===== config.mk =====
export PLATFORM = sky130hd
export DESIGN_NAME = layer6_pool_scheduler
export DESIGN_NICKNAME = d
export VERILOG_FILES = /design/src/rtl/layer6_pool_pkg.sv /design/src/rtl/pool_scan_counter.sv /design/src/rtl/layer6_pool_scheduler.sv
export SDC_FILE = /design/constraint.sdc
export NUM_CORES = 1
export LEC_CHECK = 0
export CORE_ASPECT_RATIO = 1.2
export CORE_MARGIN = 1.5
export CORE_UTILIZATION = 41
export DETAILED_ROUTE_END_ITERATION = 10
export PLACE_DENSITY = 0.61
export SYNTH_ARGS = -nofsm -noshare
export SYNTH_HDL_FRONTEND = slang
export SYNTH_SLANG_ARGS = --single-unit

===== constraint.sdc =====
create_clock -name clk -period 2.7 [get_ports clk]
set_input_delay 0.405 -clock clk [delete_from_list [all_inputs] [get_ports clk]]
set_output_delay 0.405 -clock clk [all_outputs]
set_load 0.1 [all_outputs]

===== src/rtl/layer6_pool_pkg.sv =====
// rtl/layer6_pool_pkg.sv - shared state type and parameter defaults for the layer-6 pool scheduler
package layer6_pool_pkg;

  localparam int OUT_WIDTH_DEF = 8;
  localparam int ADDR_W_DEF    = 16;

  typedef enum logic [1:0] {
    IDLE  = 2'd0,
    RUN   = 2'd1,
    DRAIN = 2'd2
  } state_t;

endpackage


===== src/rtl/pool_scan_counter.sv =====
// rtl/pool_scan_counter.sv - row-major 2-D scan counter with clear, advance and last-position flag
module pool_scan_counter #(
  parameter int              ADDR_W = 16,
  parameter logic [ADDR_W-1:0] MAX  = '0
) (
  input  logic              clk,
  input  logic              rst,
  input  logic              clear,
  input  logic              advance,
  output logic [ADDR_W-1:0] row,
  output logic [ADDR_W-1:0] col,
  output logic              last
);

  // col runs 0..MAX then wraps and bumps row; clear wins over advance
  always_ff @(posedge clk or negedge rst) begin
    if (!rst) begin
      row <= '0;
      col <= '0;
    end else if (clear) begin
      row <= '0;
      col <= '0;
    end else if (advance) begin
      if (col == MAX) begin
        col <= '0;
        row <= (row == MAX) ? '0 : row + 1'b1;
      end else begin
        col <= col + 1'b1;
      end
    end
  end

  assign last = (row == MAX) && (col == MAX);

endmodule


===== src/rtl/layer6_pool_scheduler.sv =====
// rtl/layer6_pool_scheduler.sv - read/capture/save sequencer for the layer-6 2x2 max-pooling datapath
module layer6_pool_scheduler
  import layer6_pool_pkg::*;
#(
  parameter int OUT_WIDTH = OUT_WIDTH_DEF,
  parameter int ADDR_W    = ADDR_W_DEF
) (
  input  logic              clk,
  input  logic              rst,
  input  logic              start,
  input  logic              out_ready,
  output logic              read_pixel_signal,
  output logic [ADDR_W-1:0] read_row_addr,
  output logic [ADDR_W-1:0] read_col_addr,
  output logic              pool_reg_en,
  output logic              save_enable,
  output logic [ADDR_W-1:0] output_row,
  output logic [ADDR_W-1:0] output_col,
  output logic              busy,
  output logic              pipeline_first_done,
  output logic              layer_done
);

  localparam logic [ADDR_W-1:0] LAST = ADDR_W'(OUT_WIDTH - 1);

  state_t state, state_nxt;

  logic              s1_valid, s2_valid;
  logic [ADDR_W-1:0] s1_row, s1_col, s2_row, s2_col;
  logic              stall, accept, scan_clear, scan_last;
  logic              s2_is_first, s2_is_last;

  assign stall       = s2_valid & ~out_ready;
  assign accept      = s2_valid & out_ready;
  assign scan_clear  = (state == IDLE) & start;
  assign s2_is_first = (s2_row == '0) && (s2_col == '0);
  assign s2_is_last  = (s2_row == LAST) && (s2_col == LAST);

  assign read_pixel_signal   = (state == RUN) & ~stall;
  assign pool_reg_en         = s1_valid & ~stall;
  assign save_enable         = s2_valid;
  assign output_row          = s2_row;
  assign output_col          = s2_col;
  assign busy                = (state != IDLE);
  assign pipeline_first_done = accept & s2_is_first;
  assign layer_done          = accept & s2_is_last;

  pool_scan_counter #(
    .ADDR_W (ADDR_W),
    .MAX    (LAST)
  ) u_scan (
    .clk     (clk),
    .rst     (rst),
    .clear   (scan_clear),
    .advance (read_pixel_signal),
    .row     (read_row_addr),
    .col     (read_col_addr),
    .last    (scan_last)
  );

  // state register
  always_ff @(posedge clk or negedge rst) begin
    if (!rst) state <= IDLE;
    else      state <= state_nxt;
  end

  // next state: scan until the last read issues, then drain until the last save is taken
  always_comb begin
    state_nxt = state;
    case (state)
      IDLE:    if (start) state_nxt = RUN;
      RUN:     if (read_pixel_signal && scan_last) state_nxt = DRAIN;
      DRAIN:   if (accept && s2_is_last) state_nxt = IDLE;
      default: state_nxt = IDLE;
    endcase
  end

  // two-stage in-flight tracking: s1 = buffer read pending, s2 = capture valid; frozen on stall
  always_ff @(posedge clk or negedge rst) begin
    if (!rst) begin
      s1_valid <= 1'b0;
      s1_row   <= '0;
      s1_col   <= '0;
      s2_valid <= 1'b0;
      s2_row   <= '0;
      s2_col   <= '0;
    end else if (!stall) begin
      s1_valid <= read_pixel_signal;
      s1_row   <= read_row_addr;
      s1_col   <= read_col_addr;
      s2_valid <= s1_valid;
      s2_row   <= s1_row;
      s2_col   <= s1_col;
    end
  end

endmodule

==> reports/results.tsv, run 1 <==
metric	value	unit
status	finished clean	
dp_cells	577	
ant_nets	0	
numPortBuffers	73	
drive_gt1_share	40.82	%
fin_tns_setup	0	ns
insertion_delay	0.33	ns
pwr-share-comb	42.8	%
setup_viol	0	
yosysSeqAreaShare	56.21	%
power_switching	0.002860	W
synth_seq_cells	100	
rsz0062_at_grt	false	
synth_top_area_share	56.21	%
synthArstFlopShare	100.0	%
syn_inst	387	
max_freq	386.6	MHz
tightest_slew	0.6601	ns
maxCapViolCount	0	
skew	0.004125	ns
antenna_found_initial	0	
syn_nets	393	
grt_pass1_wl	16.99	mm
cts_tree	built	
yosys_warnings	0	
clkPwrFrac	21.8	%
htree_levels	3	
yosysMostFrequentCell	dfrtp_1	
nets	465	
postCtsSetupBuffers	0	
track_usage	19.04	%
grt_overflow	0	
synth_area_leaders	dfrtp_1 (56%), mux2_2 (15%), nand2_1 (2.8%), o21ai_0 (2.0%), nor2_1 (1.9%)	
viasPerCell	5.443	
cellLeakagePower	2.516	nW
place_congestion	0.8929	
areaGrowthSynthToFinish	24.93	%
hold_viol_final	0	
initial_core_util	42.13	%
layout.cells.non_filler	592	
hold_path_class	input pin to asynchronous set/reset pin	
seq_power_share	35.4	%
die_y	117.1	um
die_w	98.12	um
clock-sinks	100	
worst_hold_slack	0.07957	ns
yosys.area.top_type	dfrtp_1	
cp.arrival	2.18	ns
clkTransAtPathRegs	0.06	ns
core-area	0.01057	sq mm
cp_data_required_time	2.30	ns
grt_max_degree	55	
synth_edf_count	0	
first_iter_violations	158	
hpwlAfterDp	7.271	mm
drcViolationCount	0	
hold_buffers	0	
post_drt_wl_per_cell	17.25	um
power_per_cell_area	1092	mW/mm^2
synth_flop_cell	dfrtp_1	
wirelength	10.21	mm
synthTopCellsByCount	dfrtp_1 (100), mux2_2 (59), nand2_1 (33)	
fin_crit_sh	95.80	%
io_pins	74	
cts-root-buf	clkbuf_16	
cts_resized	0	
num_vias	3222	
die_area	0.01149	sq mm
syn_area	0.004452	sq mm
grt_pass1_vias	3205	
worst_setup_path_start_kind	flip-flop	
drv_slew	0	
synth.avg_cell_area	11.50	sq um
ys_types	45	
relSlewSlack	55.73	%
swShare	47.10	%
period_minus_slack	2.587	ns
diodes	0	
firstDrtPassIters	5	
cp-end-kind	primary output	
row_count	41	
cts_buffer_depth	2	
path_max_fanout	3	
max-vdd-ir-drop	0.0008267	V
power.internal	0.003213	W
criticalPathCategory	flip-flop to primary output	
cts_buffers	9	
[kinds of logic (layout without fill, tap and decap cells)]
kind of cell               Yosys count  after routing  share of synthesized area (%)
muxes                               60             60                          15.15
AOI/OAI and AO/OA                   55             55                          7.196
DFF                                100            100                          56.21
buffers and inverters               29            105                          3.288
and+or+nand+nor                    132            132                          15.82
adders and majority gates            2              2                         0.5620
xor gates and xnor gates             9              9                          1.771
[flip-flops by register name, indices dropped and copies added, names as in the netlist]
name and cells:
u_scan.row 16, save_enable 1, s1_valid 1, s1_col 16, s1_row 16, state 2, u_scan.col 16, output_row 16
output_col 16
[worst paths after layout]
check                          startpoint  slack, ns        endpoint  cells past startpoint
max                        output_col[11]       0.11      layer_done                      4
min                                   rst       0.08   output_col[4]                      1
max in group asynchronous             rst       1.91   output_row[2]                      2
min reg2reg                    s1_row[15]       0.48      s1_row[15]                      2
min in group clk               s1_row[15]       0.48      s1_row[15]                      2
max reg2reg                 u_scan.row[0]       0.56  u_scan.row[14]                      6
[per-layer routing]
metal | wire length [um] | up-vias | GRT usage, %
li1 | - | 1529 | -
met1 | 4657 | 1589 | 26.33
met2 | 4879 | 92 | 30.30
met3 | 527 | 12 | 3.088
met4 | 147 | 0 | 7.619
met5 | 0 | - | 0
[power by group through the flow]
stage                     clock network (W)  registers, W  logic, W
after floorplan                           0       0.00353  0.000629
after global placement                    0       0.00217   0.00259
after detailed placement                  0       0.00218   0.00261
after CTS                           0.00136       0.00216   0.00261
after global routing                0.00143       0.00221   0.00270
final                               0.00132       0.00215   0.00260
[worst max-delay path, cell delays in order, from the launching register on]
cell and delay [ns]:
dfrtp_2 0.41, nor4_1 0.42, nand3_1 0.32, nor4_4 0.47, buf_12 0.23
[area by class of cell]
| class | count | area [sq um] |
|---|---|---|
| Clock buffer | 12 | 266.5 |
| Clock inverter | 3 | 45.04 |
| Fill cell | 951 | 5006 |
| Inverter | 11 | 41.29 |
| Multi-Input combinational cell | 258 | 1839 |
| Sequential cell | 100 | 2535 |
| Tap cell | 129 | 161.4 |
| Timing Repair Buffer | 79 | 673.1 |
[placed cells by master (no fill, tap or decap), types with 2 or more instances in the layout]
cell type	count
clkbuf_8	3
xnor2_1	7
nor4_1	10
o21ai_1	6
clkdlybuf4s50_1	2
a31oi_1	6
a21oi_1	13
and3_1	3
nand3_1	13
dfrtp_1	74
nand2b_1	4
ha_1	2
nor4b_1	2
clkbuf_16	9
nand2_1	33
o21ai_0	18
nor3_1	15
mux2_2	59
o41ai_1	3
buf_4	71
dfrtp_2	26
nor2_1	22
xor2_1	2
or3_1	9
clkinvlp_4	2
nand4_1	7
buf_12	6
nor4_2	2
inv_1	11
[stage by stage]
stage / worst slack (ns) / util [%] / cell area, sq um / power (W)
final: 0.1133 / 52.63 / 5562 / 0.006073
after global routing: 0.01086 / 52.63 / 5562 / 0.006334
after CTS: 0.04233 / 52.63 / 5562 / 0.006124
after detailed placement: 0.2949 / 49.68 / 5250 / 0.004794
after global placement: 0.3000 / 49.68 / 5250 / 0.004759
after floorplan: -0.02488 / - / 4513 / 0.004158
Power figures use the tool's default switching activity.
==> run 2, diff against run 1 <==
--- a/config.mk
+++ b/config.mk
@@ -6,7 +6,6 @@
 export NUM_CORES = 1
 export LEC_CHECK = 0
 export CORE_ASPECT_RATIO = 1.2
-export CORE_MARGIN = 1.5
 export CORE_UTILIZATION = 41
 export DETAILED_ROUTE_END_ITERATION = 10
 export PLACE_DENSITY = 0.61
==> reports/results.tsv, run 2 (synthesis results as in run 1) <==
metric	value	unit	change
die_area	0.01128	sq mm	-1.9%
dp_cells	581		+0.69%
cts_tree	built		
row_count	41		unchanged
worstHoldStart	s1_row[8]		
drv_slew	0		unchanged
die_y	116.1	um	-0.85%
hold_viol_final	0		unchanged
wirelength	10.19	mm	-0.24%
antenna_found_initial	0		unchanged
firstDrtPassIters	5		unchanged
die_w	97.12	um	-1.0%
power_per_cell_area	1072	mW/mm^2	-1.9%
mostFrequentLayoutCell	buf_4		
layout.cells.non_filler	598		+1.0%
viasPerCell	5.363		-1.5%
htree_levels	3		unchanged
first_iter_violations	109		-31%
areaGrowthSynthToFinish	24.62	%	
place_area	0.005268	sq mm	+0.33%
place_congestion	0.8655		-3.1%
r2r_setup_slack	0.56	ns	about the same
power	0.005945	W	-2.1%
drcViolationCount	0		unchanged
max-vdd-ir-drop	0.0007838	V	-5.2%
swShare	48.59	%	+1.5 points
seq_power_share	36.2	%	+0.8 points
ant_nets	0		unchanged
status	finished clean		
grt_pass1_wl	16.84	mm	-0.93%
tightest_slew	0.5628	ns	-0.09730 ns
cts_resized	0		unchanged
cts_buffer_depth	2		unchanged
num_vias	3207		-0.47%
cellLeakagePower	2.514	nW	about the same
postCtsSetupBuffers	0		unchanged
power.internal	0.003056	W	-4.9%
worst_setup_path_start_kind	flip-flop		
fin_tns_setup	0	ns	unchanged
insertion_delay	0.34	ns	about the same
hpwlAfterDp	7.400	mm	+1.8%
fill_cells	950		-0.11%
hold_path_class	flip-flop to flip-flop		
relSlewSlack	62.19	%	+6.5 points
nets	470		+1.1%
layout_common_cells	buf_4 (76), dfrtp_1 (74), mux2_2 (59), nand2_1 (33), dfrtp_2 (26)		
min_to	s1_row[8]		
ff2ff_path_depth	6		unchanged
cts_buffers	9		unchanged
max_freq	388.2	MHz	+0.42%
initial_core_util	42.33	%	+0.21 points
track_usage	19.34	%	+0.30 points
io_pins	74		unchanged
core-area	0.01052	sq mm	-0.49%
power_switching	0.002889	W	+1.0%
diodes	0		unchanged
fin_crit_sh	95.40	%	-0.40 points
cp_data_required_time	2.30	ns	about the same
period_minus_slack	2.576	ns	-0.01086 ns
worstHoldPathCells	2		
setup_viol	0		unchanged
numPortBuffers	73		unchanged
grt_max_degree	49		-11%
rsz0062_at_grt	false		
cp-end-kind	primary output		
clkPwrFrac	20.1	%	-1.7 points
grt_overflow	0		unchanged
worstReg2RegEnd	u_scan.row[14]		
clock-sinks	100		unchanged
final_area	0.005548	sq mm	-0.25%
fin_util	52.75	%	+0.13 points
grt_pass1_vias	3166		-1.2%
cts-root-buf	clkbuf_16		
reg2reg_from	u_scan.row[0]		
skew	0.006381	ns	+0.002256 ns
clkTransAtPathRegs	0.07	ns	about the same
drive_gt1_share	40.94	%	+0.12 points
pwr-share-comb	43.7	%	+0.9 points
post_drt_wl_per_cell	17.04	um	-1.2%
criticalPathCategory	flip-flop to primary output		
maxCapViolCount	0		unchanged
path_max_fanout	3		unchanged
cp.arrival	2.17	ns	about the same
run 2: changes by cell type in the layout (fill, tap and decap cells not counted), sizes merged:
| cell | change |
|---|---|
| buf | +4 |
| clkinv | +2 |
| bufinv | -1 |
| clkbuf | -1 |
| dlygate4sd3 | +1 |
| inv | +1 |
run 2: area by class of cell:
class	count	area, sq um	share of cell area [%]
timing repair buffer	84	700.7	12.63
clock inverter	5	37.54	0.6766
sequential	100	2535	45.69
tap	129	161.4	2.909
multi-input combinational	258	1839	33.15
clock buffer	11	232.7	4.195
inverter	11	41.29	0.7442
run 2: layer usage:
metal	track usage, %	part of all wire [%]	up-vias
met5	0	0	-
met4	8.955	1.8	0
met3	2.932	3.6	13
met2	31.31	48	95
met1	25.96	47	1563
li1	-	-	1536
run 2: how the worst max path moves through the flow:
stage                              start          to  slack (ns)  cells after the start
after floorplan            output_col[8]  layer_done       -0.02                      3
after global placement         out_ready  layer_done        0.30                      6
after detailed placement       out_ready  layer_done        0.30                      6
after CTS                 output_col[11]  layer_done       0.002                      4
after global routing      output_col[11]  layer_done        0.03                      4
final                     output_col[11]  layer_done        0.12                      4
run 2: through the flow:
step	worst slack (ns)	hold slack [ns]
detailed placement	0.3005	0.3567
finish	0.1241	0.4789
floorplan	-0.02488	0.1094
CTS	0.001768	0.4833
global placement	0.3000	0.3551
global route	0.03447	0.5003
run 2: repair_timing:
item | 4_1_cts | 5_1_grt
hold buffers | 1 | 0
endpoints found under the setup margin | 0 | 1
endpoints found under the hold margin | 27 | 0
run 2: worst max-delay path, stage by stage (launching register included):
cell     delay [ns]
dfrtp_2        0.41
nor4_1         0.44
nand3_1        0.31
nor4_4         0.43
buf_12         0.23
run 2: power groups by stage:
stage	combinational, W	sequential (W)	clock (W)
6_report	0.00260	0.00215	0.00119
5_1_grt	0.00271	0.00220	0.00129
4_1_cts	0.00262	0.00216	0.00122
3_5_place_dp	0.00261	0.00218	0
3_3_place_gp	0.00260	0.00217	0
2_1_floorplan	0.000629	0.00353	0
==> run 3, diff against run 2 <==
--- a/config.mk
+++ b/config.mk
@@ -6,6 +6,7 @@
 export NUM_CORES = 1
 export LEC_CHECK = 0
 export CORE_ASPECT_RATIO = 1.2
+export CORE_MARGIN = 2
 export CORE_UTILIZATION = 41
 export DETAILED_ROUTE_END_ITERATION = 10
 export PLACE_DENSITY = 0.61
==> reports/results.tsv, run 3 (synthesis results as in run 1) <==
metric	value	unit	change
status	finished clean		
die_area	0.01171	sq mm	+3.8%
place_congestion	0.8526		-1.5%
skew	0.006821	ns	+0.0004404 ns
htree_levels	3		unchanged
drv_slew	0		unchanged
ant_nets	0		unchanged
cp-end-kind	primary output		
grt_max_degree	46		-6.1%
mostFrequentLayoutCell	buf_4		
path_max_fanout	3		unchanged
die_y	118.1	um	+1.7%
r2r_setup_slack	0.56	ns	about the same
post_drt_wl_per_cell	17.49	um	+2.6%
row_count	41		unchanged
layout_common_cells	buf_4 (77), dfrtp_1 (74), mux2_2 (59), nand2_1 (33), dfrtp_2 (26)		
relSlewSlack	62.75	%	+0.56 points
core-area	0.01057	sq mm	+0.49%
hpwlAfterDp	7.550	mm	+2.0%
rsz0062_at_grt	false		
cp_slowest_stage_delay	0.46	ns	+0.02 ns
diodes	0		unchanged
grt_overflow	0		unchanged
clkTransAtPathRegs	0.07	ns	about the same
nets	471		+0.21%
worst_slack	0.1698	ns	+0.04563 ns
tightest_slew	0.5545	ns	-0.008358 ns
drive_gt1_share	41.28	%	+0.34 points
io_pins	74		unchanged
grt_pass1_vias	3308		+4.5%
max_freq	395.2	MHz	+1.8%
crit_chain	nor4_1, buf_4, nand3_1, nor4_4, buf_12		
worst_setup_path_start_kind	flip-flop		
wirelength	10.47	mm	+2.8%
cts_buffer_depth	2		unchanged
path_buf_inv	2		+1
areaGrowthSynthToFinish	25.41	%	
clock-sinks	100		unchanged
fin_crit_sh	93.71	%	-1.7 points
ff2ff_path_depth	6		unchanged
worst_path_max_delay_cell	nor4_4		
insertion_delay	0.34	ns	about the same
grt_pass1_wl	17.42	mm	+3.5%
cp.arrival	2.13	ns	-0.04 ns
firstDrtPassIters	4		-1
antenna_found_initial	0		unchanged
cts_resized	0		unchanged
dp_slack	0.3144	ns	+0.01392 ns
initial_core_util	42.13	%	-0.21 points
period_minus_slack	2.530	ns	-0.04562 ns
cellLeakagePower	2.536	nW	+0.89%
track_usage	18.66	%	-0.68 points
max-vdd-ir-drop	0.0007814	V	-0.31%
hold_path_class	flip-flop to flip-flop		
die_w	99.12	um	+2.1%
crit_family	simple AND/OR/NAND/NOR gates		
maxCapViolCount	0		unchanged
power_per_cell_area	1087	mW/mm^2	+1.4%
worst_hold_slack	0.4855	ns	+0.006643 ns
criticalPathCategory	flip-flop to primary output		
cts_tree	built		
fin_tns_setup	0	ns	unchanged
drcViolationCount	0		unchanged
first_iter_violations	114		+4.6%
numPortBuffers	73		unchanged
setup_viol	0		unchanged
cp_data_required_time	2.30	ns	about the same
cts_buffers	9		unchanged
viasPerCell	5.524		+3.0%
critical_path_depth	5		+1
hold_viol_final	0		unchanged
num_vias	3309		+3.2%
worstHoldPathCells	2		unchanged
cts-root-buf	clkbuf_16		
-- run 3: final timing paths --
kind,startpoint,end
setup / recovery,output_col[11],layer_done
hold / removal,s1_col[15],s1_col[15]
setup reg to reg,u_scan.row[0],u_scan.row[9]
hold reg to reg,s1_col[15],s1_col[15]
max in group asynchronous,rst,output_row[5]
min in group asynchronous,rst,s1_col[7]
-- run 3: metal layers --
layer | track usage (%) | up-vias | share of wire (%)
met1 | 26.05 | 1651 | 45
met5 | 0 | - | 0
li1 | - | 1546 | -
met2 | 28.93 | 91 | 48
met4 | 7.705 | 0 | 2.9
met3 | 3.075 | 21 | 3.9
-- run 3: worst min-delay path, delay by kind of cell, from the launching register on --
| family | cells | cell delay (ns) |
|---|---|---|
| compound gates | 1 | 0.06 |
| flops | 1 | 0.34 |
| simple gates | 1 | 0.04 |
-- run 3: final cells by class --
class	instances	area [sq um]
Clock buffer	10	229.0
Multi-Input combinational cell	258	1839
Tap cell	129	161.4
Fill cell	969	4985
Inverter	11	41.29
Clock inverter	6	68.82
Sequential cell	100	2535
Timing Repair Buffer	85	708.2
-- run 3: stage by stage --
stage	cell area [sq um]	instances	util [%]	power, W
after floorplan	4513	387	-	0.004158
after global placement	5275	582	49.92	0.004776
after detailed placement	5275	582	49.92	0.004809
after CTS	5583	599	52.83	0.006116
after global routing	5583	599	52.83	0.006329
final	5583	599	52.83	0.006067
-- run 3: power by group --
part           internal, W  leakage, nW  total (W)  switching, W
Combinational     0.000619         1.12    0.00262       0.00200
Clock             0.000728        0.144    0.00130      0.000573
Sequential         0.00181         1.27    0.00214      0.000330
Total              0.00316         2.54    0.00607       0.00291
-- run 3: what timing repair did --
action                                 in CTS  in global routing
hold buffers                                1                  0
endpoints found under the hold margin      19                  0
setup buffers                               0                  0
